`config.mk`:
```
export PLATFORM = sky130hd
export DESIGN_NAME = divisor_restauracion
export DESIGN_NICKNAME = d
export VERILOG_FILES = /design/src/rtl/div_pkg.sv /design/src/rtl/restador_n.sv /design/src/rtl/divisor_restauracion.sv
export SDC_FILE = /design/constraint.sdc
export NUM_CORES = 1
export LEC_CHECK = 0
export BUFFER_PORTS_ARGS = -buffer_cell sky130_fd_sc_hd__buf_2
export CAP_MARGIN = 20
export CORE_UTILIZATION = 40
export DETAILED_ROUTE_END_ITERATION = 7
export GPL_ROUTABILITY_DRIVEN = 0
export PLACE_DENSITY = 0.67
export SYNTH_ARGS = -nofsm -noshare
export SYNTH_HDL_FRONTEND = slang
export SYNTH_HIERARCHICAL = 1
export SYNTH_SLANG_ARGS = --single-unit
```
`constraint.sdc`:
```
create_clock -name clk -period 2.4 [get_ports clk]
set_input_delay 0.12 -clock clk [delete_from_list [all_inputs] [get_ports clk]]
set_output_delay 0.12 -clock clk [all_outputs]
set_load 0.02 [all_outputs]
```
`src/rtl/div_pkg.sv`:
```
// Shared definitions for the restoring divider: FSM states and counter width.
// DIV_CON_SIGNO_EN adds the SIGNO state used by the two's-complement build.
package div_pkg;

  typedef enum logic [2:0] {
    IDLE,
    CARGA,
    ITERA,
`ifdef DIV_CON_SIGNO_EN
    SIGNO,
`endif
    FIN
  } estado_t;

  function automatic int unsigned cnt_width(input int unsigned n);
    return $clog2(n + 1);
  endfunction

  localparam int unsigned CW = cnt_width(4);

endpackage

```
`src/rtl/restador_n.sv`:
```
// (N+1)-bit combinational trial subtractor A - M; neg is the sign/borrow bit.
module restador_n #(
  parameter int N = 4
) (
  input  logic [N:0] a,
  input  logic [N:0] b,
  output logic [N:0] diff,
  output logic       neg
);

  always_comb begin
    diff = a - b;
    neg  = diff[N];
  end

endmodule

```
`src/rtl/divisor_restauracion.sv`:
```
// Sequential N-bit restoring divider with start/done handshake.
// Define DIV_CON_SIGNO_EN for two's-complement operands (adds one SIGNO cycle).
module divisor_restauracion
  import div_pkg::*;
#(
  parameter int N = 4
) (
  input  logic         clk,
  input  logic         reset,
  input  logic         inicio,
  input  logic [N-1:0] dividendo,
  input  logic [N-1:0] divisor,
  output logic [N-1:0] cociente,
  output logic [N-1:0] resto,
  output logic         ocupado,
  output logic         fin,
  output logic         div_cero
);

  localparam int unsigned CWN = cnt_width(N);

  estado_t        estado;
  logic [N:0]     a;
  logic [N:0]     m;
  logic [N-1:0]   q;
  logic [CWN-1:0] cnt;
  logic [N:0]     a_sh;
  logic [N:0]     d;
  logic           d_neg;
`ifdef DIV_CON_SIGNO_EN
  logic           neg_q;
  logic           neg_r;
`endif

  assign a_sh = {a[N-1:0], q[N-1]};

  restador_n #(.N(N)) u_restador (
    .a    (a_sh),
    .b    (m),
    .diff (d),
    .neg  (d_neg)
  );

  // Operands are latched into Q/M on acceptance so CARGA sees stable values
  // even if the inputs change; ocupado stays high through the fin cycle.
  always_ff @(posedge clk) begin
    if (reset) begin
      estado   <= IDLE;
      a        <= '0;
      q        <= '0;
      m        <= '0;
      cnt      <= '0;
      cociente <= '0;
      resto    <= '0;
      ocupado  <= 1'b0;
      fin      <= 1'b0;
      div_cero <= 1'b0;
`ifdef DIV_CON_SIGNO_EN
      neg_q    <= 1'b0;
      neg_r    <= 1'b0;
`endif
    end else begin
      fin <= 1'b0;
      case (estado)
        IDLE: begin
          if (inicio) begin
            q       <= dividendo;
            m       <= {1'b0, divisor};
            ocupado <= 1'b1;
            estado  <= CARGA;
          end else begin
            ocupado <= 1'b0;
          end
        end
        CARGA: begin
          a   <= '0;
          cnt <= CWN'(N);
`ifdef DIV_CON_SIGNO_EN
          q     <= q[N-1] ? -q : q;
          m     <= {1'b0, (m[N-1] ? -m[N-1:0] : m[N-1:0])};
          neg_q <= q[N-1] ^ m[N-1];
          neg_r <= q[N-1];
`endif
          estado <= ITERA;
        end
        ITERA: begin
          a   <= d_neg ? a_sh : d;
          q   <= {q[N-2:0], ~d_neg};
          cnt <= cnt - 1'b1;
          if (cnt == CWN'(1)) begin
`ifdef DIV_CON_SIGNO_EN
            estado <= SIGNO;
`else
            estado <= FIN;
`endif
          end
        end
`ifdef DIV_CON_SIGNO_EN
        SIGNO: begin
          if (neg_q) q <= -q;
          if (neg_r) a <= -a;
          estado <= FIN;
        end
`endif
        FIN: begin
          cociente <= q;
          resto    <= a[N-1:0];
          div_cero <= (m == '0);
          fin      <= 1'b1;
          estado   <= IDLE;
        end
        default: estado <= IDLE;
      endcase
    end
  end

endmodule

```
== Word-level counts from Yosys, hierarchy flattened ==
Index checks and enable logic that the tools add are counted.
Cells by class
  reductions and logical operators: 7
  muxes and demuxes: 10
  $add $sub $neg: 2
  bitwise logic cells: 1
  equal/unequal tests: 6
Operator list (count)
  4-bit one-hot mux with 2 select lines: 2
  3-bit one-hot mux with 3 select lines: 1
  4-bit 2-to-1 mux: 2
  3-bit by 1-bit equality test with 1-bit output, second input constant: 2
  3-bit by 2-bit equality test with 1-bit output, second input constant: 2
  3-bit 2-to-1 mux: 2
  3-bit one-hot mux with 2 select lines: 1
  2-bit AND reduction: 3
  5-bit logical NOT: 1
  5-bit by 4-bit subtractor with 5-bit output: 1
  2-bit inequality test, second input constant: 2
  2-bit nonzero test: 2
  3-bit logical NOT: 1
  3-bit by 1-bit subtractor with 3-bit output, second input constant: 1
  1-bit 2-to-1 mux: 2
  1-bit NOT: 1
Storage, ports and cells
  output and inout port bits: 11
  word-level logic and storage cells: 36
  input bits: 11
  flip-flop bits (word level): 29

== Logic depth before layout (Yosys ltp) ==
Gate-level depths: netlist (run 1).
  depth after elaboration: 3
  depth in mapped cells: 10

== Cells and area by module ==
The synthesis (run 1) kept the hierarchy.
Modules (own cells, without submodules)
  divisor_restauracion: instances 1, area each 1260.0 um^2, cells each 131
  restador_n: instances 1, area each 165.2 um^2, cells each 20

== Least setup slack after synthesis (run 1) ==
No wires, ideal clock.
  path kind: register to register
  start point: register q[3]
  end point: register a[0]
  setup slack: 0.309 ns
  library setup time: 0.121 ns
  buffers on the path: 0
  data arrival time: 1.970 ns
  cell stages (with the launch flop): 11
  period minus slack after synthesis: 2.091 ns
  cells stage by stage: dfxtp_1 > inv_1 > ha_1 > inv_1 > fa_1 > a21o_1 > a21oi_2 > xnor2_1 > mux2_2 > nand3_1 > a21oi_1
On the way
  longest elaborated chain between the ends: 3
RTL lines
  from (decl): RTL line divisor_restauracion.sv:25  | logic [N-1:0] q;
  from (signal assigned): RTL line divisor_restauracion.sv:67  | q <= dividendo;
  from (signal assigned): RTL line divisor_restauracion.sv:88  | q <= {q[N-2:0], ~d_neg};
  5-bit by 4-bit subtractor with 5-bit output: RTL line restador_n.sv:12  | diff = a - b;
  named net d_neg: RTL line divisor_restauracion.sv:29  | logic d_neg;
  4-bit 2-to-1 mux: RTL line divisor_restauracion.sv:87  | a <= d_neg ? a_sh : d;
  4-bit one-hot mux with 2 select lines: RTL line divisor_restauracion.sv:64  | case (estado)
  to (signal assigned): RTL line divisor_restauracion.sv:87
  to (decl): RTL line divisor_restauracion.sv:23  | logic [N:0] a;
The timed path passes the listed nets, and every way through them passes these cells.
A chain may end at the register's enable or synchronous reset.

== Worst setup path after layout (run 1) ==
  start point: register q[3]
  end point: register a[3]
The elaborated chain is that of the path after synthesis.

==> qor.txt, run 1 <==
worst min path class = input port to flop
unrepaired setup endpoints after global routing = false
fraction of layout cells with a size suffix above 1 = 21.4%
Final ANT Viol Nets = 0
kind of critical path = flop to flop
# IOs = 22
final cell utilization of the core = 46.9%
R2R cell count = 10
Max Slew Vio Count = 0
setup repair bufs after CTS = 0
CP Launch Type = flop
footprint of the multi-input gates = 768 µm²
headroom to the max-slew limit = 58.9%
CTS tree = done
total track usage = 15.9%
Inst Count DP = 210
die area = 3790 µm²
layout overhead on the synthesized area = 11.2%
Yosys warning total = 6
worst setup margin = 162 ps
Mapped Area = 1420 µm²
status = finished, final reports clean
final cell count without fillers = 214
wire length per cell = 12.5 µm
CP Max Fanout = 5
TritonCTS buffer count = 3
clock tree buffer depth = 2
vias = 1084
Critical Path End = a[3]
initial antenna violation count = 0
VDD IR-drop max = 0.526 mV
dpl ws = 173 ps
first-pass GRT wire length = 4450 µm
grt ovf = 0
post-DP HPWL = 1920 µm
Crit path required time = 2610 ps
Syn Inst Count = 150
die height = 61.5 µm
worst-skew pair later-pin latency = 330 ps
WP data arrival = 2450 ps
Die Wd = 61.5 µm
CP Launch Point = q[3]
type of element capturing the critical path = flop
First-pass DRT Iterations = 4
Pwr Total = 1.35 mW
fin crit share = 93.2%
setup TNS = 0 ps
# setup viols final = 0
Syn Area/Cell = 9.45 µm²
Final nets = 191
fill count = 356
Leakage = 0.647 nW
Worst-path clk slew = 150 ps
vias in the first global route = 1002
register area = 561 µm²
Least-Margin Pin Slew = 617 ps
First DRT Iteration DRCs = 26
max capacitance violation total = 0
Final Skew = 2.94 ps
drt via density = 5.07
core area = 3360 µm²
largest net degree at the start of global routing = 31
Diodes inserted = 0
row count = 21
drt total wl = 2670 µm
Critical R2R Launch = q[3]
r2r setup slk = 160 ps
pwr dens = 859 nW/µm²
Root Buffer = clkbuf_4
Starting Density = 42.2%
DRC = 0
Final Critical Period = 2240 ps
syn nets = 172
htree depth = 1
achievable frequency = 447 MHz
RR Endpoint = a[3]
Final Hold Fails = 0
clk sink count = 28
I/O Buffers = 21
-- critical path, stage by stage, from the launching register on --
cell,delay [ps]
dfxtp_1,360
inv_1,60
ha_1,130
inv_1,60
fa_1,400
a21o_1,190
a21oi_2,190
xnor2_2,200
mux2_2,380
nand3_1,80
a21oi_1,70
-- power breakdown --
| part | leakage [nW] | internal, mW | switching, mW | total (mW) |
|---|---|---|---|---|
| sequential | 0.228 | 0.538 | 0.0583 | 0.597 |
| clock | 0.0210 | 0.0930 | 0.140 | 0.233 |
| combinational | 0.398 | 0.245 | 0.279 | 0.524 |
| total | 0.647 | 0.877 | 0.477 | 1.35 |
-- sequential cells by signal (all words and copies together), names as in the netlist --
name and count:
m 4, fin 1, resto 4, ocupado 1, div_cero 1, q 4, a 4, estado 2
cociente 4, cnt 3
-- layout make-up --
class / count / area share [%]
Sequential cell: 28 / 35.6
Inverter: 13 / 3.10
Clock buffer: 4 / 2.30
Timing Repair Buffer: 21 / 6.67
Multi-Input combinational cell: 102 / 48.7
Tap cell: 46 / 3.65
-- worst min path at each step --
stage / start / endpoint / slack (ps) / cells after the start
finish: divisor[2] / m[2] / 20 / 3
global route: divisor[1] / m[1] / 10 / 3
CTS: divisor[1] / m[1] / 10 / 3
detailed placement: divisor[1] / m[1] / 380 / 3
global placement: divisor[3] / m[3] / 380 / 3
floorplan: divisor[1] / m[1] / 270 / 2
-- cell usage in the layout (no fill, tap or decap) --
cell type,instances
nand3b_1,1
a21oi_1,13
a31oi_1,1
nor2b_1,2
dfxtp_1,28
a21oi_2,1
conb_1,1
xnor2_1,2
o211ai_1,3
clkbuf_4,3
xor2_1,1
nor2_1,13
o31ai_1,1
nand2_1,6
mux2_2,4
ha_1,10
inv_1,13
mux2_4,1
a21o_1,2
fa_1,1
o21ai_0,1
buf_2,21
mux2i_1,13
clkbuf_8,1
a2bb2oi_1,1
nor4_1,1
a211oi_2,3
nand3_1,9
nand2b_1,9
a41o_2,1
xnor2_2,1
-- per-stage QoR --
| step | instance area [µm²] | hold slack [ps] |
|---|---|---|
| 2_1_floorplan | 1420 | 267 |
| 3_3_place_gp | 1530 | 377 |
| 3_5_place_dp | 1530 | 382 |
| 4_1_cts | 1570 | 13.6 |
| 5_1_grt | 1580 | 13.9 |
| 6_report | 1580 | 15.3 |
-- layer usage --
layer | vias up | share of wire, % | track usage, % | routed length [µm]
li1 | 539 | - | - | -
met1 | 522 | 46 | 20.1 | 1240
met2 | 19 | 49 | 27.2 | 1310
met3 | 4 | 3.7 | 3.99 | 99
met4 | 0 | 0.94 | 3.81 | 25
met5 | - | 0 | 0 | 0
-- what timing repair did --
action / CTS / global route
resized for setup: 0 / 1
endpoints found under the hold margin: 0 / 0
hold buffers: 0 / 0
setup endpoints to repair: 0 / 4
Note: power is estimated with default switching activity, not from simulation.
==> run 2, diff against run 1 <==
==> constraint.sdc (replaced) <==
create_clock -name clk -period 2.7 [get_ports clk]
set_input_delay 0.135 -clock clk [delete_from_list [all_inputs] [get_ports clk]]
set_output_delay 0.135 -clock clk [all_outputs]
set_load 0.02 [all_outputs]
==> run 2 against run 1 <==
Net effect:
- fmax down 2.2%
- clock power down 11%
- count of clock-buffer cells in the layout unchanged
- largest cell class unchanged
==> qor.txt, run 2 (synthesis results as in run 1) <==
final hold slack = 33.1 ps
die height = 61.5 µm
Die Wd = 61.5 µm
status = finished, final reports clean
hold_sp = divisor[2]
slowest CP cell = fa_1
headroom to the max-slew limit = 59.0%
First-pass DRT Iterations = 4
DRC = 0
initial antenna violation count = 0
grt ovf = 0
CTS Hold Bufs = 0
vias in the first global route = 1013
CP Launch Point = q[3]
largest net degree at the start of global routing = 31
Worst-path clk slew = 150 ps
clock tree buffer depth = 2
wire length per cell = 12.3 µm
TritonCTS buffer count = 3
VDD IR-drop max = 0.394 mV
Crit path top cell by count = inv_1
R2R cell count = 10
Final Hold Fails = 0
layout overhead on the synthesized area = 10.7%
Critical R2R Launch = q[3]
drt total wl = 2630 µm
worst hold stages = 3
# IOs = 22
Final Critical Period = 2290 ps
I/O Buffers = 21
unrepaired setup endpoints after global routing = false
first-pass GRT wire length = 4400 µm
RR Endpoint = a[2]
fraction of layout cells with a size suffix above 1 = 20.8%
Diodes inserted = 0
Final Skew = 2.60 ps
max capacitance violation total = 0
setup repair bufs after CTS = 0
CP delay by family, top = adder cells
Root Buffer = clkbuf_4
fill count = 354
most common cell after layout, fill and taps aside = dfxtp_1
WP data arrival = 2500 ps
Least-Margin Pin Slew = 614 ps
kind of critical path = flop to flop
CP Launch Type = flop
Gates resized, CTS repair = 0
Buf+Inv Stages, Crit Path = 2
CP peak stage delay = 400 ps
drt via density = 5.07
CP Cell Sequence = inv_1 > ha_1 > inv_1 > fa_1 > a21o_1 > a21oi_2 > xnor2_1 > mux2_2 > nand3_1 > a21oi_1
r2r setup slk = 410 ps
Starting Density = 42.2%
htree depth = 1
post-DP HPWL = 1910 µm
CP Max Fanout = 5
CTS tree = done
Max Slew Vio Count = 0
First DRT Iteration DRCs = 39
Final nets = 191
vias = 1084
pwr dens = 759 nW/µm²
row count = 21
most frequent cells in the layout = 28 x dfxtp_1, 21 x buf_2
worst hold endpoint = m[2]
die area = 3790 µm²
setup TNS = 0 ps
# setup viols final = 0
fin crit share = 84.8%
Crit path required time = 2910 ps
worst-skew pair later-pin latency = 330 ps
core area = 3360 µm²
Final ANT Viol Nets = 0
total track usage = 16.0%
clk sink count = 28
achievable frequency = 437 MHz
Leakage = 0.641 nW
type of element capturing the critical path = flop
worst min path class = input port to flop
run 2: cell counts in the layout (fill, tap and decap cells not counted):
Identical to the previous run, type by type.
run 2: per-layer routing:
metal	up-vias	routed length (µm)	track usage [%]
met5	-	0	0
met4	0	29	5.71
met2	17	1260	27.3
li1	540	-	-
met1	523	1260	19.4
met3	4	80	3.78
run 2: worst reg2reg max path: stages (launching register included):
cell and delay, ps:
dfxtp_1 360, inv_1 60, ha_1 130, inv_1 60, fa_1 400, a21o_1 190
a21oi_2 160, xnor2_1 270, mux2_2 390, nand3_1 80, a21oi_1 70
run 2: per-stage QoR:
step,util [%],instance area (µm²),worst slack [ps],power (mW),cells
4_1_cts,46.7,1570,440,1.20,214
3_3_place_gp,45.6,1530,512,0.975,210
3_5_place_dp,45.6,1530,473,0.991,210
6_report,46.7,1570,412,1.19,214
5_1_grt,46.7,1570,235,1.28,214
2_1_floorplan,-,1420,632,0.918,150
run 2: worst max path at each step:
stage | cells after the start | end
after floorplan | 10 | a[0]
after global placement | 10 | a[1]
after detailed placement | 10 | a[0]
after CTS | 10 | a[3]
after global routing | 10 | a[0]
final | 10 | a[2]
run 2: final cells by class:
| class | count | area [µm²] | area share (%) |
|---|---|---|---|
| multi-input cells | 102 | 761 | 48.5 |
| flip-flops and latches | 28 | 561 | 35.7 |
| repair buffers | 21 | 105 | 6.70 |
| well taps | 46 | 57.6 | 3.67 |
| inverters | 13 | 48.8 | 3.11 |
| clock buffers | 4 | 36.3 | 2.31 |
run 2: power by group:
part | leakage, nW | switching, mW | internal, mW
clock network | 0.0210 | 0.124 | 0.0827
logic | 0.392 | 0.242 | 0.212
registers | 0.228 | 0.0519 | 0.479
==> run 3, diff against run 2 <==
--- a/config.mk
+++ b/config.mk
@@ -10,7 +10,7 @@
 export CORE_UTILIZATION = 40
 export DETAILED_ROUTE_END_ITERATION = 7
 export GPL_ROUTABILITY_DRIVEN = 0
-export PLACE_DENSITY = 0.67
+export PLACE_DENSITY = 0.69
 export SYNTH_ARGS = -nofsm -noshare
 export SYNTH_HDL_FRONTEND = slang
 export SYNTH_HIERARCHICAL = 1
==> constraint.sdc (replaced) <==
create_clock -name clk -period 1.95 [get_ports clk]
set_input_delay 0.0975 -clock clk [delete_from_list [all_inputs] [get_ports clk]]
set_output_delay 0.0975 -clock clk [all_outputs]
set_load 0.02 [all_outputs]
==> run 3 against run 2 <==
Net effect:
- the run now ends with setup timing left
- utilization rose by 4.8 points
- sequential power rose by 38%
- clock skew about the same
- design area rose by 10%
- register-to-register slack got worse by 520 ps
- routed wire length increased by 7.6%
- clock power is 37% higher
- setup slack worse by 520 ps
- non-clock buffer count increased by 10
- combinational power grew 83%
- critical path type unchanged
==> qor.txt, run 3 (synthesis results as in run 1) <==
kind of critical path = flop to flop
Final Hold Fails = 0
vias in the first global route = 1056
setup repair bufs after CTS = 0
register area = 563 µm²
htree depth = 1
R2R cell count = 10
Crit path required time = 2160 ps
most common cell after layout, fill and taps aside = dfxtp_1
TritonCTS buffer count = 3
die height = 61.5 µm
first-pass GRT wire length = 4440 µm
r2r setup slk = -110 ps
violated checks = setup timing
dpl ws = -123 ps
Post-Place Cell Area = 1630 µm²
status = complete, but fails checks
CP Max Fanout = 5
Inst Count DP = 218
Diodes inserted = 0
Final ANT Viol Nets = 0
I/O Buffers = 21
fin crit share = 106%
Least-Margin Pin Slew = 557 ps
fill count = 331
Worst-path clk slew = 150 ps
RR Endpoint = a[1]
Max Slew Vio Count = 0
type of element capturing the critical path = flop
Final Cell Area = 1730 µm²
DRT met1 WL = 1240 µm
met3 routed WL = 77 µm
largest net degree at the start of global routing = 31
most frequent cells in the layout = 26 x dfxtp_1, 21 x buf_2, 13 x mux2i_1, 13 x nor2_1, 12 x a21oi_1
final cell count without fillers = 224
drt total wl = 2830 µm
grt ovf = 0
CP Launch Type = flop
pwr dens = 1070 nW/µm²
Pwr Total = 1.85 mW
Final nets = 201
setup TNS = -407 ps
Max Used Layer = met4
headroom to the max-slew limit = 62.9%
clk sink count = 28
First DRT Iteration DRCs = 35
worst hold stages = 3
hold_sp = divisor[3]
Final Critical Period = 2060 ps
max capacitance violation total = 0
DR WL met2 = 1470 µm
die area = 3790 µm²
WP data arrival = 2270 ps
worst min path class = input port to flop
total track usage = 16.3%
post-DP HPWL = 2130 µm
First-pass DRT Iterations = 4
wire length per cell = 12.6 µm
Starting Density = 42.2%
drt via density = 4.91
footprint of the multi-input gates = 841 µm²
final cell utilization of the core = 51.5%
# setup viols final = 5
VDD IR-drop max = 0.747 mV
worst-skew pair later-pin latency = 330 ps
Critical R2R Launch = q[3]
# IOs = 22
fraction of layout cells with a size suffix above 1 = 30.9%
row count = 21
vias = 1099
clock tree buffer depth = 2
Leakage = 0.710 nW
layout overhead on the synthesized area = 22.2%
worst hold endpoint = m[3]
Final Skew = 2.20 ps
worst setup margin = -110 ps
achievable frequency = 485 MHz
CTS tree = done
unrepaired setup endpoints after global routing = true
final hold slack = 8.49 ps
core area = 3360 µm²
initial antenna violation count = 0
DRC = 0
Root Buffer = clkbuf_4
Die Wd = 61.5 µm
run 3: worst max-delay path by stage:
stage | from | endpoint | depth (start not counted)
global placement | q[3] | a[0] | 10
detailed placement | q[3] | a[1] | 10
finish | q[3] | a[1] | 10
global route | q[3] | a[1] | 10
CTS | q[3] | a[1] | 10
floorplan | q[3] | a[0] | 10
run 3: worst max-delay path: stages, from the launching register on:
cell and delay [ps]:
dfxtp_2 350, inv_2 60, ha_4 120, inv_2 40
fa_2 330, a21o_1 200, a21oi_4 180, xnor2_4 190
mux2_4 340, nand3_2 80, a21oi_2 60
run 3: final cells by class:
cell class	count	share of cell area, %
timing repair buffer	31	10.7
sequential	28	32.5
multi-input combinational	102	48.6
tap	46	3.32
clock buffer	4	2.10
inverter	13	2.82
run 3: metal layers:
metal | track usage, % | vias up
li1 | - | 562
met1 | 17.2 | 517
met2 | 30.4 | 16
met3 | 4.62 | 4
met4 | 6.35 | 0
met5 | 0 | -
run 3: where the power goes:
group | leakage [nW] | total, mW | internal, mW | switching, mW
registers | 0.229 | 0.735 | 0.665 | 0.0698
clock network | 0.0210 | 0.283 | 0.114 | 0.169
logic | 0.461 | 0.829 | 0.417 | 0.413
run 3: repair_timing:
action | CTS | global route
gates resized for setup | 9 | 0
pin swaps | 3 | 0
hold buffers | 2 | 0
endpoints found under the setup margin | 5 | 5
endpoints found under the hold margin | 2 | 0
